==> src/rtl/vga_timing.sv <==
// 640x480@60Hz raster generator: free-running pixel/line counters plus a one-cycle
// registered output stage that blanks the game colour and aligns it with hsync/vsync.
module vga_timing #(
    parameter int   H_VISIBLE = 640,
    parameter int   H_FRONT   = 16,
    parameter int   H_SYNC    = 96,
    parameter int   H_BACK    = 48,
    parameter int   V_VISIBLE = 480,
    parameter int   V_FRONT   = 10,
    parameter int   V_SYNC    = 2,
    parameter int   V_BACK    = 33,
    parameter logic SYNC_POL  = 1'b0
) (
    input  logic       clk25,
    input  logic       Reset,
    output logic [9:0] xpos,
    output logic [9:0] ypos,
    output logic       frame_start,
    input  logic [2:0] red_in,
    input  logic [2:0] green_in,
    input  logic [1:0] blue_in,
    output logic [2:0] vga_red,
    output logic [2:0] vga_green,
    output logic [1:0] vga_blue,
    output logic       hsync,
    output logic       vsync
);

    localparam logic [9:0] H_VIS_END = 10'(H_VISIBLE);
    localparam logic [9:0] H_SYNC_ST = 10'(H_VISIBLE + H_FRONT);
    localparam logic [9:0] H_SYNC_EN = 10'(H_VISIBLE + H_FRONT + H_SYNC);
    localparam logic [9:0] H_LAST    = 10'(H_VISIBLE + H_FRONT + H_SYNC + H_BACK - 1);
    localparam logic [9:0] V_VIS_END = 10'(V_VISIBLE);
    localparam logic [9:0] V_SYNC_ST = 10'(V_VISIBLE + V_FRONT);
    localparam logic [9:0] V_SYNC_EN = 10'(V_VISIBLE + V_FRONT + V_SYNC);
    localparam logic [9:0] V_LAST    = 10'(V_VISIBLE + V_FRONT + V_SYNC + V_BACK - 1);

    logic [9:0] r_x;
    logic [9:0] r_y;
    logic [2:0] r_red;
    logic [2:0] r_green;
    logic [1:0] r_blue;
    logic       r_hsync;
    logic       r_vsync;

    logic       w_visible;
    logic       w_hsync_next;
    logic       w_vsync_next;

    // Raster counters: x wraps every line, y advances only on the last pixel of a line.
    always_ff @(posedge clk25) begin
        if (Reset) begin
            r_x <= 10'd0;
            r_y <= 10'd0;
        end else if (r_x == H_LAST) begin
            r_x <= 10'd0;
            r_y <= (r_y == V_LAST) ? 10'd0 : r_y + 10'd1;
        end else begin
            r_x <= r_x + 10'd1;
        end
    end

    always_comb begin
        w_visible    = (r_x < H_VIS_END) && (r_y < V_VIS_END);
        w_hsync_next = ((r_x >= H_SYNC_ST) && (r_x < H_SYNC_EN)) ? SYNC_POL : ~SYNC_POL;
        w_vsync_next = ((r_y >= V_SYNC_ST) && (r_y < V_SYNC_EN)) ? SYNC_POL : ~SYNC_POL;
    end

    // Output stage: colour and sync for counter value N leave together one clock later.
    always_ff @(posedge clk25) begin
        if (Reset) begin
            r_red   <= 3'd0;
            r_green <= 3'd0;
            r_blue  <= 2'd0;
            r_hsync <= ~SYNC_POL;
            r_vsync <= ~SYNC_POL;
        end else begin
            r_red   <= w_visible ? red_in   : 3'd0;
            r_green <= w_visible ? green_in : 3'd0;
            r_blue  <= w_visible ? blue_in  : 2'd0;
            r_hsync <= w_hsync_next;
            r_vsync <= w_vsync_next;
        end
    end

    assign xpos        = r_x;
    assign ypos        = r_y;
    assign frame_start = (r_x == 10'd0) && (r_y == 10'd0) && !Reset;
    assign vga_red     = r_red;
    assign vga_green   = r_green;
    assign vga_blue    = r_blue;
    assign hsync       = r_hsync;
    assign vsync       = r_vsync;

endmodule

==> config.mk <==
export PLATFORM = sky130hd
export DESIGN_NAME = vga_timing
export DESIGN_NICKNAME = d
export VERILOG_FILES = /design/src/rtl/vga_timing.sv
export SDC_FILE = /design/constraint.sdc
export NUM_CORES = 1
export LEC_CHECK = 0
export ABC_AREA = 1
export BUFFER_PORTS_ARGS = -buffer_cell sky130_fd_sc_hd__buf_2
export CORE_UTILIZATION = 44
export CTS_CLUSTER_SIZE = 24
export DETAILED_ROUTE_END_ITERATION = 8
export PLACE_DENSITY_LB_ADDON = 0.08
export SLEW_MARGIN = 20
export SYNTH_ARGS = -nofsm -noshare
export SYNTH_HDL_FRONTEND = slang
export SYNTH_SLANG_ARGS = --single-unit
==> constraint.sdc <==
create_clock -name clk25 -period 1.39 [get_ports clk25]
set_input_delay 0.139 -clock clk25 [delete_from_list [all_inputs] [get_ports clk25]]
set_output_delay 0.139 -clock clk25 [all_outputs]
set_load 0.03 [all_outputs]
==> out/qor.yml <==
status: "finished, violations left"
failed_checks: "negative setup slack"
die_w_microns: 59.7
grt_max_degree: 11
cts.sinks: 30
core_sq_mm: 0.00310
num_antenna_cells: 0
power_density_mw_per_mm2: 765
crit_type: "register to output pin"
io-pin-count: 41
finalCriticalPeriod_ps: 1540
rows: 20
place_area_sq_mm: 0.00184
fillers: 305
yosysSeqAreaShare: 0.410
numPortBuffers: 40
syn_nets: 229
layout-drive-gt1-share: 0.362
slew_violations: 0
hold_viol: 0
grt_use_total: 0.237
yosysWarnings: 0
synth_area_sq_mm: 0.00147
cp-end-kind: "output pin"
via_per_inst: 4.73
dp_cells: 311
fmaxAchievable_mhz: 651
critPathMaxFanout: 2
fin_cells: 337
worstPathArrival_ps: 1400
ant_nets: 0
grt_pass1_wl_microns: 6160
tightestPinTransition_ps: 335
nNetsFinal: 306
cts_buffers: 5
first_pass_iters: 4
dieHeight_microns: 59.7
period_share: 1.11
cp_slowest_cell: "dfxtp_4"
rsz0062_at_grt: "yes"
critical-path-max-stage-delay_ps: 370
vias: 1594
ys_ff_latch: 30
antenna_found_initial: 0
worst_slack_ps: -147
wl_per_cell_microns: 11.6
drt_iter0_drc: 108
place.detailed.hpwl_microns: 2630
gr-total-overflow: 0
die_area_sq_mm: 0.00357
drt_wl_total_microns: 3910
path_cells: "inv_4, ha_4, nand4_1, nand3b_1, nor2_2, buf_6"
max_slew_margin: 0.775
first_global_vias: 1448
fin_util: 0.703
cap_violations: 0
cts_tree: "built"
syn_avg_cell_area_sq_um: 6.82
postSynthCellCount: 215
synth.distinct_cells: 23
insertion_delay_ps: 340
required_ps: 1250
ctsLongestPathBuffers: 2
startpoint_type: "register"
stdcell_area_sq_mm: 0.00218
route.detailed.drc: 0
htree_num_levels: 2
setup_viol: 1
root_buffer: "clkbuf_4"
clk_pin_slew_ps: 100
finClkSkew_ps: 10.1
area_growth_pct: 48.8
leakage_nw: 1.04
initial_utilization: 0.473
gp_congestion: 0.859
peakVddDrop_mv: 0.616
hold_path_class: "primary input to register"
cells in the mapped netlist:
library cell	instances	share of area
o2111ai_1	1	0.0060
o21ai_0	1	0.0034
nand4_1	7	0.030
ha_1	4	0.034
nand3_1	16	0.055
nor3_2	1	0.0068
nand2_2	1	0.0043
a21oi_1	6	0.020
nor2_2	4	0.017
nor2_1	43	0.11
nor3b_1	2	0.010
inv_2	1	0.0026
nand3b_1	1	0.0051
o21bai_1	1	0.0051
nor3_1	6	0.020
dfxtp_1	30	0.41
nand2_4	2	0.015
nand3_2	1	0.0068
o21ai_2	1	0.0060
nand2_1	43	0.11
o21ai_1	2	0.0068
inv_1	38	0.097
xor2_1	3	0.018
per-stage QoR:
| step | power, W | setup WS, ps | hold WS (ps) | TNS (ps) |
|---|---|---|---|---|
| finish | 0.00167 | -147 | 10.5 | -147 |
| global route | 0.00175 | -249 | 10.7 | -1050 |
| CTS | 0.00166 | -137 | 7.73 | -190 |
| detailed placement | 0.00107 | 8.42 | 357 | 0 |
| global placement | 0.00106 | 63.8 | 350 | 0 |
| floorplan | 0.00101 | 8.45 | 208 | 0 |
worst max-delay path: cells and delay by family (launching register included):
family                     cells  cell delay (ps)
adders and majority gates      1              130
buffers and inverters          2              200
DFF                            1              370
and+or+nand+nor                3              370
registers in the layout (all words and copies together) (netlist names):
register,count
hsync,1
vga_blue,2
vga_green,3
vga_red,3
vsync,1
xpos,10
ypos,10
timing repair:
action | in CTS | in global routing
hold buffers | 7 | 1
pin swaps | 8 | 10
endpoints found under the setup margin | 5 | 26
resized for setup | 16 | 18
hold endpoints to repair | 7 | 1
buffers inserted | 10 | 0
routing by layer:
layer | up-vias | GRT usage | share of wire
met4 | 0 | 0.0930 | 0.016
met5 | - | 0 | 0
met2 | 35 | 0.400 | 0.51
met3 | 8 | 0.0801 | 0.040
li1 | 829 | - | -
met1 | 722 | 0.275 | 0.44
logic make-up after synthesis:
| logic type | count (synthesis) | synth area share |
|---|---|---|
| buffers and inverters | 39 | 0.0998 |
| flip-flops | 30 | 0.410 |
| XOR/XNOR | 3 | 0.0179 |
| AND/OR/NAND/NOR | 127 | 0.391 |
| adder cells (fa/ha/maj) | 4 | 0.0341 |
| AO/OA/AOI/OAI | 12 | 0.0478 |
final cells by class:
cell class,instances,area (sq um),area share
Multi-Input combinational cell,146,827,0.379
Sequential cell,30,617,0.283
Timing Repair Buffer,70,468,0.214
Inverter,39,151,0.0694
Tap cell,44,55.1,0.0252
Clock buffer,6,51.3,0.0235
Clock inverter,2,12.5,0.00573
worst paths after layout:
kind         slack (ps)  cells after the start  startpoint          end
max                -150                      6     ypos[1]  frame_start
min                  10                      2       Reset      ypos[6]
max reg2reg          10                      7     xpos[0]      xpos[5]
min reg2reg         530                      2     ypos[8]      ypos[8]
where the power goes:
group | total (W) | leakage, nW | switching, W | internal (W)
clock network | 0.000563 | 0.0343 | 0.000320 | 0.000243
logic | 0.000216 | 0.758 | 0.000121 | 0.0000958
registers | 0.000889 | 0.248 | 0.0000121 | 0.000877
total | 0.00167 | 1.04 | 0.000453 | 0.00122
cells in the final DEF, fill, tap and decap left out, drive strengths merged:
master,count
nor3,7
dfxtp,30
nor3b,2
nor2,47
nand4,7
inv,39
clkbuf,6
buf,62
xor2,3
nand3b,1
o21bai,1
a21oi,6
clkinvlp,1
dlygate4sd3,8
ha,4
o2111ai,1
nand3,17
o21ai,4
nand2,46
clkinv,1
(Power assumes the default switching activity.)
